[config.mk]
export PLATFORM = sky130hd
export DESIGN_NAME = composite_line_sequencer_flat
export DESIGN_NICKNAME = d
export VERILOG_FILES = /design/src/rtl/composite_line_sequencer_pkg.sv /design/src/rtl/composite_line_sequencer_if.sv /design/src/rtl/composite_line_sequencer_sync_tip_detector.sv /design/src/rtl/composite_line_sequencer.sv /design/src/flat_wrapper.sv
export SDC_FILE = /design/constraint.sdc
export NUM_CORES = 1
export LEC_CHECK = 0
export BUFFER_PORTS_ARGS = -buffer_cell sky130_fd_sc_hd__buf_2
export CORE_ASPECT_RATIO = 0.5
export CORE_MARGIN = 2
export CORE_UTILIZATION = 50
export CTS_CLUSTER_SIZE = 40
export DETAILED_ROUTE_END_ITERATION = 8
export PLACE_DENSITY = 0.72
export RECOVER_POWER = 25
export SETUP_SLACK_MARGIN = 0.15
export SLEW_MARGIN = 20
export SYNTH_ARGS = -nofsm -noshare
export SYNTH_HDL_FRONTEND = slang
export SYNTH_SLANG_ARGS = --single-unit
[constraint.sdc]
create_clock -name clk -period 2 [get_ports clk]
set_clock_uncertainty 0.15 [all_clocks]
set_input_delay 0.4 -clock clk [delete_from_list [all_inputs] [get_ports clk]]
set_output_delay 0.4 -clock clk [all_outputs]
set_load 0.02 [all_outputs]
[src/rtl/composite_line_sequencer_pkg.sv]
// composite_pkg: shared types and default timing for the composite line
// sequencer. Defaults target 4x fsc NTSC sampling (910 samples per line).
package composite_pkg;

  typedef enum logic [2:0] {
    FLUSH,
    SEARCH,
    PORCH,
    ACTIVE,
    WAIT
  } line_state_e;

  localparam int LINE_SAMPLES     = 910;
  localparam int LINE_COUNT_W     = 10;

  localparam int DEF_DATA_WIDTH   = 12;
  localparam int DEF_WINDOW_SIZE  = 32;
  localparam int DEF_SYNC_THRESH  = -1024;
  localparam int DEF_SYNC_MIN     = 48;
  localparam int DEF_BURST_START  = 28;
  localparam int DEF_BURST_LEN    = 32;
  localparam int DEF_ACTIVE_START = 96;
  localparam int DEF_ACTIVE_LEN   = 752;
  localparam int DEF_LINE_TIMEOUT = 1023;
  localparam int DEF_OUT_DELAY    = 3;

endpackage

[src/rtl/composite_line_sequencer_if.sv]
// composite_line_if: bundles the raw ADC sample input with the separator
// feed (sep_data/sep_rst) and the line-timing outputs.
//   master : sample source side, drives data_in, observes everything else
//   slave  : the sequencer, consumes data_in, drives all other signals
interface composite_line_if #(
  parameter int DATA_WIDTH = composite_pkg::DEF_DATA_WIDTH
) ();
  import composite_pkg::*;

  logic signed [DATA_WIDTH-1:0]  data_in;
  logic signed [DATA_WIDTH-1:0]  sep_data;
  logic                          sep_rst;
  logic                          line_start;
  logic                          burst_gate;
  logic                          active_valid;
  logic [LINE_COUNT_W-1:0]       line_count;
  logic                          sync_lock;
  logic                          sync_lost;

  modport master (
    output data_in,
    input  sep_data, sep_rst, line_start, burst_gate, active_valid,
           line_count, sync_lock, sync_lost
  );

  modport slave (
    input  data_in,
    output sep_data, sep_rst, line_start, burst_gate, active_valid,
           line_count, sync_lock, sync_lost
  );
endinterface

[src/rtl/composite_line_sequencer_sync_tip_detector.sv]
// sync_tip_detector: counts consecutive samples below SYNC_THRESH and
// fires sync_det (combinational) on the sample that completes a run of
// SYNC_MIN. The run saturates, so one long tip yields exactly one pulse.
//   clk, rst  : sample clock, synchronous active-high reset
//   sample    : signed raw composite sample
//   sync_det  : high while the current sample is the SYNC_MIN-th low one
module sync_tip_detector #(
  parameter int DATA_WIDTH  = 12,
  parameter int SYNC_THRESH = -1024,
  parameter int SYNC_MIN    = 48
) (
  input  logic                         clk,
  input  logic                         rst,
  input  logic signed [DATA_WIDTH-1:0] sample,
  output logic                         sync_det
);
  localparam int RW = $clog2(SYNC_MIN + 1);
  localparam logic [RW-1:0] RUN_MAX = RW'(SYNC_MIN);
  localparam logic [RW-1:0] RUN_ARM = RW'(SYNC_MIN - 1);
  localparam logic signed [DATA_WIDTH-1:0] THRESH = DATA_WIDTH'(SYNC_THRESH);

  logic          below;
  logic [RW-1:0] run_q, run_d;

  always_comb begin
    below    = (sample < THRESH);
    run_d    = '0;
    sync_det = 1'b0;
    if (below) begin
      run_d    = (run_q == RUN_MAX) ? run_q : run_q + RW'(1);
      sync_det = (run_q == RUN_ARM);
    end
  end

  always_ff @(posedge clk) begin
    if (rst) run_q <= '0;
    else     run_q <= run_d;
  end
endmodule

[src/rtl/composite_line_sequencer.sv]
// composite_line_sequencer: line-timing controller in front of the Y/C
// separator. Detects sync tips, walks each line through porch, burst and
// active video, owns the separator reset/input mux (flushing its window
// with zeros) and emits burst/active gates aligned to separator outputs.
//   clk, rst : sample clock, synchronous active-high reset
//   bus      : composite_line_if slave (data_in in; sep_data, sep_rst,
//              line_start, burst_gate, active_valid, line_count,
//              sync_lock, sync_lost out)
module composite_line_sequencer
  import composite_pkg::*;
#(
  parameter int DATA_WIDTH   = DEF_DATA_WIDTH,
  parameter int WINDOW_SIZE  = DEF_WINDOW_SIZE,
  parameter int SYNC_THRESH  = DEF_SYNC_THRESH,
  parameter int SYNC_MIN     = DEF_SYNC_MIN,
  parameter int BURST_START  = DEF_BURST_START,
  parameter int BURST_LEN    = DEF_BURST_LEN,
  parameter int ACTIVE_START = DEF_ACTIVE_START,
  parameter int ACTIVE_LEN   = DEF_ACTIVE_LEN,
  parameter int LINE_TIMEOUT = DEF_LINE_TIMEOUT,
  parameter int OUT_DELAY    = DEF_OUT_DELAY
) (
  input  logic            clk,
  input  logic            rst,
  composite_line_if.slave bus
);
  if (BURST_START + BURST_LEN > ACTIVE_START) begin : g_chk_burst
    $error("burst window must end before the active window starts");
  end
  if (ACTIVE_START + ACTIVE_LEN >= LINE_TIMEOUT) begin : g_chk_active
    $error("active window must end before the line timeout");
  end

  localparam int PW = $clog2(LINE_TIMEOUT + 1);
  localparam int FW = $clog2(WINDOW_SIZE + 1);
  typedef logic [PW-1:0] pos_t;

  localparam pos_t POS_BURST_LO   = pos_t'(BURST_START);
  localparam pos_t POS_BURST_HI   = pos_t'(BURST_START + BURST_LEN);
  localparam pos_t POS_PORCH_END  = pos_t'(ACTIVE_START - 1);
  localparam pos_t POS_ACTIVE_END = pos_t'(ACTIVE_START + ACTIVE_LEN - 1);
  localparam pos_t POS_TIMEOUT    = pos_t'(LINE_TIMEOUT);
  localparam logic [FW-1:0] FLUSH_LAST = FW'(WINDOW_SIZE - 1);

  function automatic pos_t pos_sat_inc(input pos_t p);
    return (p == POS_TIMEOUT) ? p : p + pos_t'(1);
  endfunction

  line_state_e                  state_q, state_d;
  logic [FW-1:0]                flush_cnt_q, flush_cnt_d;
  pos_t                         pos_q, pos_d;
  logic [LINE_COUNT_W-1:0]      line_count_q, line_count_d;
  logic                         sync_lock_q, sync_lock_d;
  logic                         sync_lost_q, sync_lost_d;
  logic                         line_start_q, line_start_d;
  logic                         sep_rst_q, sep_rst_d;
  logic signed [DATA_WIDTH-1:0] sep_data_q, sep_data_d;
  logic [OUT_DELAY-1:0]         burst_dly_q, burst_dly_d;
  logic [OUT_DELAY-1:0]         active_dly_q, active_dly_d;
  logic                         sync_det, accept, timeout;

  sync_tip_detector #(
    .DATA_WIDTH  (DATA_WIDTH),
    .SYNC_THRESH (SYNC_THRESH),
    .SYNC_MIN    (SYNC_MIN)
  ) u_tip (
    .clk      (clk),
    .rst      (rst),
    .sample   (bus.data_in),
    .sync_det (sync_det)
  );

  always_comb begin
    state_d      = state_q;
    flush_cnt_d  = '0;
    pos_d        = pos_sat_inc(pos_q);
    line_count_d = line_count_q;
    sync_lock_d  = sync_lock_q;
    accept       = 1'b0;
    timeout      = 1'b0;

    unique case (state_q)
      FLUSH: begin
        flush_cnt_d = flush_cnt_q + FW'(1);
        if (flush_cnt_q == FLUSH_LAST) state_d = SEARCH;
      end
      SEARCH: begin
        // first sync after a flush starts a line but does not count it
        if (sync_det) begin
          accept  = 1'b1;
          state_d = PORCH;
        end
      end
      PORCH:  if (pos_q == POS_PORCH_END)  state_d = ACTIVE;
      ACTIVE: if (pos_q == POS_ACTIVE_END) state_d = WAIT;
      WAIT: begin
        // a sync landing on the timeout sample still wins
        if (sync_det) begin
          accept       = 1'b1;
          state_d      = PORCH;
          sync_lock_d  = 1'b1;
          line_count_d = line_count_q + LINE_COUNT_W'(1);
        end else if (pos_q == POS_TIMEOUT) begin
          timeout      = 1'b1;
          state_d      = FLUSH;
          sync_lock_d  = 1'b0;
          line_count_d = '0;
        end
      end
      default: state_d = FLUSH;
    endcase

    if (accept) pos_d = '0;

    line_start_d = accept;
    sync_lost_d  = timeout;
    sep_rst_d    = (state_d == FLUSH);
    sep_data_d   = (state_d == FLUSH) ? '0 : bus.data_in;

    // gates pass through OUT_DELAY flops to line up with separator output
    burst_dly_d     = burst_dly_q << 1;
    burst_dly_d[0]  = (state_q == PORCH) && (pos_q >= POS_BURST_LO) &&
                      (pos_q < POS_BURST_HI);
    active_dly_d    = active_dly_q << 1;
    active_dly_d[0] = (state_q == ACTIVE);
  end

  always_ff @(posedge clk) begin
    if (rst) begin
      state_q      <= FLUSH;
      flush_cnt_q  <= '0;
      pos_q        <= '0;
      line_count_q <= '0;
      sync_lock_q  <= 1'b0;
      sync_lost_q  <= 1'b0;
      line_start_q <= 1'b0;
      sep_rst_q    <= 1'b1;
      sep_data_q   <= '0;
      burst_dly_q  <= '0;
      active_dly_q <= '0;
    end else begin
      state_q      <= state_d;
      flush_cnt_q  <= flush_cnt_d;
      pos_q        <= pos_d;
      line_count_q <= line_count_d;
      sync_lock_q  <= sync_lock_d;
      sync_lost_q  <= sync_lost_d;
      line_start_q <= line_start_d;
      sep_rst_q    <= sep_rst_d;
      sep_data_q   <= sep_data_d;
      burst_dly_q  <= burst_dly_d;
      active_dly_q <= active_dly_d;
    end
  end

  assign bus.sep_data     = sep_data_q;
  assign bus.sep_rst      = sep_rst_q;
  assign bus.line_start   = line_start_q;
  assign bus.burst_gate   = burst_dly_q[OUT_DELAY-1];
  assign bus.active_valid = active_dly_q[OUT_DELAY-1];
  assign bus.line_count   = line_count_q;
  assign bus.sync_lock    = sync_lock_q;
  assign bus.sync_lost    = sync_lost_q;
endmodule

[src/flat_wrapper.sv]
// flat-port wrapper written by rule: the top's interface ports become plain ports
module composite_line_sequencer_flat import composite_pkg::*;
#(
  parameter int DATA_WIDTH   = DEF_DATA_WIDTH,
  parameter int WINDOW_SIZE  = DEF_WINDOW_SIZE,
  parameter int SYNC_THRESH  = DEF_SYNC_THRESH,
  parameter int SYNC_MIN     = DEF_SYNC_MIN,
  parameter int BURST_START  = DEF_BURST_START,
  parameter int BURST_LEN    = DEF_BURST_LEN,
  parameter int ACTIVE_START = DEF_ACTIVE_START,
  parameter int ACTIVE_LEN   = DEF_ACTIVE_LEN,
  parameter int LINE_TIMEOUT = DEF_LINE_TIMEOUT,
  parameter int OUT_DELAY    = DEF_OUT_DELAY
)
  (clk, rst, bus_data_in, bus_sep_data, bus_sep_rst, bus_line_start, bus_burst_gate, bus_active_valid, bus_line_count, bus_sync_lock, bus_sync_lost);
  composite_line_if #(.DATA_WIDTH(DATA_WIDTH)) bus_i ();
  input  logic clk;
  input  logic rst;
  input wire logic [$bits(bus_i.data_in)-1:0] bus_data_in;
  output wire logic [$bits(bus_i.sep_data)-1:0] bus_sep_data;
  output wire logic [$bits(bus_i.sep_rst)-1:0] bus_sep_rst;
  output wire logic [$bits(bus_i.line_start)-1:0] bus_line_start;
  output wire logic [$bits(bus_i.burst_gate)-1:0] bus_burst_gate;
  output wire logic [$bits(bus_i.active_valid)-1:0] bus_active_valid;
  output wire logic [$bits(bus_i.line_count)-1:0] bus_line_count;
  output wire logic [$bits(bus_i.sync_lock)-1:0] bus_sync_lock;
  output wire logic [$bits(bus_i.sync_lost)-1:0] bus_sync_lost;
  assign bus_i.data_in = bus_data_in;
  assign bus_sep_data = bus_i.sep_data;
  assign bus_sep_rst = bus_i.sep_rst;
  assign bus_line_start = bus_i.line_start;
  assign bus_burst_gate = bus_i.burst_gate;
  assign bus_active_valid = bus_i.active_valid;
  assign bus_line_count = bus_i.line_count;
  assign bus_sync_lock = bus_i.sync_lock;
  assign bus_sync_lost = bus_i.sync_lost;
  composite_line_sequencer #(.DATA_WIDTH(DATA_WIDTH), .WINDOW_SIZE(WINDOW_SIZE), .SYNC_THRESH(SYNC_THRESH), .SYNC_MIN(SYNC_MIN), .BURST_START(BURST_START), .BURST_LEN(BURST_LEN), .ACTIVE_START(ACTIVE_START), .ACTIVE_LEN(ACTIVE_LEN), .LINE_TIMEOUT(LINE_TIMEOUT), .OUT_DELAY(OUT_DELAY)) u_core (.clk(clk), .rst(rst), .bus(bus_i));
endmodule
==> results.txt <==
- Vertical die dimension: approximately 54 um
* Share of cells above drive strength 1: 36.2%
- Root cell of the clock tree: sky130_fd_sc_hd__clkbuf_8
- The detail route stage leaves a number of antenna-violating nets equal to 0.
- Switching power: 0.000518 W
- The number of different library cells used by synthesis comes to 52.
* Growth of design area from synthesis to finish: 39.4%
- Max capacitance violation total: 0
- Setup violations remaining at the end of the flow were counted as 0.
- Detailed-routing iteration count for the pre-antenna-repair pass: 4
* Total standard cell area after synthesis: 0.00246 sq mm
- In the synthesized netlist the dominant register cell turns out to be sky130_fd_sc_hd__dfxtp_1.
- DRC violation total after the first TritonRoute iteration: 121
* Internal reg-to-reg setup slack: 0.02 ns
- Buffers from clock root to sink, at most: 2
* Final std cell area, no fill: between 0.003 and 0.004 sq mm
* Initial antenna violation count: 0
- Setup repair after global routing could not meet its margin everywhere.
- Startpoint class of the critical path: flip-flop
- The biggest area contributor in the post-synthesis netlist is sky130_fd_sc_hd__dfxtp_1.
- RD Place Congestion: about 0.87
* Post-place setup slack: between 0.015 and 0.02 ns
* I/O pin cnt: 42
- After detailed routing, the average wire length per cell comes to about 15 um.
* Number of buffers created by CTS: 9
- The flow ran to the end, and the final reports show no timing, DRC or antenna violations.
- Synthesis warning total: 0
- Hold Violations, Final: 0
- Top cell type's share of synthesized area: around 46%
- Post-DP HPWL: around 3700 um
- Leaving out fill and tap cells, the most frequent cells in the layout are sky130_fd_sc_hd__dfxtp_1, sky130_fd_sc_hd__nor2_1, sky130_fd_sc_hd__buf_4.
- Standard-cell rows: 17
- Sorting the synthesized cells by area gives the leading types as sky130_fd_sc_hd__dfxtp_1, sky130_fd_sc_hd__nor2_1, sky130_fd_sc_hd__a21oi_1, sky130_fd_sc_hd__nand2_1, sky130_fd_sc_hd__ha_1.
- The path class of the tightest hold or removal check is in2reg.
- The worst path uses slightly below 100% of the clock period.
* Portion of total power attributed to sequential cells: about half
- Worst-path fanout max: 6
- Global routing used roughly 22% of the available tracks across all layers.
- Design Power: 0.00226 W
- The final layout contains 375 nets.
- The initial utilization of the core area, before any placement, comes to 54.0%.
* Number of enable flip-flop cells after synthesis: 0
- Asr flop ratio synth: 0%
- The analysis attributes to cell leakage a power of approximately 1.3 nW.
* Sequential fraction of the synthesis area: a little under half
- Worst-case headroom to the max-slew limit: about 33%
* Proportion of power drawn by combinational gates: around 4.1%
- Counting instances, the worst hold path has a depth of 3.
* Tightest Pin Transition: between 0.9 and 1 ns
* Gr ovfl total: 0
- Total power density per cell area: approximately 660 mW/mm^2
- Area after detailed placement: roughly 0.0028 sq mm
* Worst vdd rail ir drop: between 400 and 500 uV
- Global-route wire length before repair: around 9000 um
- Average instance area after synthesis: roughly 9 sq um
* Worst skew pair latency: between 0.3 and 0.4 ns
* Tmin final: slightly below 2 ns
* Data required time of the worst path: between 2 and 2.5 ns
* Number of global-route vias before repair: slightly below 2000
* Maximum number of pins on one net before global-route repair: 23
- Data on the critical path arrives at its endpoint at slightly above 2 ns.
- Reg2Reg Depth: 8
* TritonCTS clock tree: yes
* DRC errors left: 0
* Vias post-DR: ~2300
- Cell internal power was estimated by the tool at ~0.0017 W.
* Share of total power consumed by net switching: between 20% and 30%
- Of the total power, the clock network draws between 40% and 50%.
- Area inside the core boundary: approximately 0.0046 sq mm
* Startpoint-to-endpoint class of the critical path: reg2reg
- Clock-pin slew was measured on the worst setup and hold paths at about 0.060 ns.
- Layout Utilization: 75.2%
- Depth of the CTS H-tree: 3
- Element type at the critical path end: flip-flop
- Buffers placed on the I/O ports in this run total 41.
- Final Routed Wirelength: 6480 um
- Floorplan die area: 0.00552 sq mm
* Worst setup slack after layout: 0.0155 ns
- ANT cells: 0
* Seq cells post-synth: 57
- Number of slew-limit violations in the final report: 0
- Average via count per standard cell: around 5.4
- The die is approximately 100 um wide.
- Most common library cell in the layout ignoring fill and taps: sky130_fd_sc_hd__dfxtp_1
- The number of nets in the synthesized netlist is 298.
* CTS sink count: 57
- Timing would allow up to 504 MHz.
* Cells after synthesis: 278
[area by class of cell]
cell class,instances,area (sq um)
sequential,57,1170
multi-input combinational,202,1440
fill,324,1130
tap,66,82.6
clock buffer,9,124
timing repair buffer,77,518
clock inverter,6,60.1
inverter,8,30.0
[critical path, cell delays in order (launching register included)]
cell	delay [ns]
sky130_fd_sc_hd__dfxtp_4	0.36
sky130_fd_sc_hd__ha_4	0.15
sky130_fd_sc_hd__buf_6	0.11
sky130_fd_sc_hd__nand4b_1	0.26
sky130_fd_sc_hd__nor2_1	0.24
sky130_fd_sc_hd__o21ba_2	0.18
sky130_fd_sc_hd__o32a_4	0.21
sky130_fd_sc_hd__clkbuf_16	0.16
sky130_fd_sc_hd__a21oi_2	0.05
[through the flow]
stage               hold WS (ns)  TNS (ns)  cells
global placement           0.269         0    390
CTS                        0.114         0    416
detailed placement         0.278         0    390
global route               0.150   -0.0209    425
floorplan                  0.264         0    278
finish                     0.149         0    425
[logic make-up (layout without fill, tap and decap cells)]
group                    Yosys count  in the layout  share of synthesized area (%)
AO/OA/AOI/OAI                     44             44                           11.6
XOR/XNOR                          16             16                           5.71
adder cells (fa/ha/maj)            6              6                           3.06
buffers and inverters             19            100                           4.02
flip-flops                        57             57                           46.5
multiplexers                       3              3                           1.22
AND/OR/NAND/NOR                  133            133                           28.0
[final timing paths]
kind	from	to
max reg2reg	u_core.pos_q[0]$_SDFFE_PP0N_	u_core.bus.sep_data[10]$_SDFF_PP0_
min reg2reg	u_core.active_dly_q[0]$_SDFF_PP0_	u_core.active_dly_q[1]$_SDFF_PP0_
min	bus_data_in[4]	u_core.bus.sep_data[4]$_SDFF_PP0_
max	u_core.pos_q[0]$_SDFFE_PP0N_	u_core.bus.sep_data[10]$_SDFF_PP0_
[cell usage after synthesis (3+ instances only)]
cell,number
sky130_fd_sc_hd__xor2_1,8
sky130_fd_sc_hd__ha_1,6
sky130_fd_sc_hd__a21oi_2,3
sky130_fd_sc_hd__buf_2,3
sky130_fd_sc_hd__dfxtp_1,57
sky130_fd_sc_hd__inv_1,8
sky130_fd_sc_hd__mux2i_1,3
sky130_fd_sc_hd__a2bb2oi_1,4
sky130_fd_sc_hd__nor2b_1,6
sky130_fd_sc_hd__clkbuf_1,4
sky130_fd_sc_hd__nor3_1,14
sky130_fd_sc_hd__xnor2_1,8
sky130_fd_sc_hd__nor2_1,41
sky130_fd_sc_hd__nand3_1,9
sky130_fd_sc_hd__nand2_1,28
sky130_fd_sc_hd__and3_1,6
sky130_fd_sc_hd__a21oi_1,22
sky130_fd_sc_hd__buf_6,3
sky130_fd_sc_hd__nand4b_1,3
[state kept, by name (all words and copies together) (netlist names)]
| name | cells |
|---|---|
| u_core.bus.line_start | 1 |
| u_core.active_dly_q | 3 |
| u_core.bus.sep_data | 12 |
| u_core.u_tip.run_q | 6 |
| u_core.burst_dly_q | 3 |
| u_core.bus.line_count | 10 |
| u_core.state_q | 3 |
| u_core.flush_cnt_q | 6 |
| u_core.pos_q | 10 |
| u_core.bus.sep_rst | 1 |
| u_core.bus.sync_lock | 1 |
| u_core.bus.sync_lost | 1 |
[timing repair]
item                       CTS  global route
gates cloned                 1             1
buffers inserted            10             8
pin swaps                   10            12
gates resized for setup     22            29
setup endpoints to repair   25            26
hold buffers                 0             0
[metal layers]
metal | global-route usage (%) | up-vias | routed length [um]
met5 | 0 | - | 0
met4 | 5.92 | 0 | 102
met3 | 7.14 | 11 | 381
met2 | 35.6 | 71 | 3140
met1 | 27.6 | 1113 | 2860
li1 | - | 1118 | -
[power groups by stage]
stage / combinational [W] / sequential [W] / clock, W
after floorplan: 0.0000450 / 0.00119 / 0
after global placement: 0.0000696 / 0.00119 / 0
after detailed placement: 0.0000736 / 0.00119 / 0
after CTS: 0.0000845 / 0.00116 / 0.00103
after global routing: 0.000103 / 0.00116 / 0.00109
final: 0.0000920 / 0.00116 / 0.00101
(Power assumes the default switching activity.)
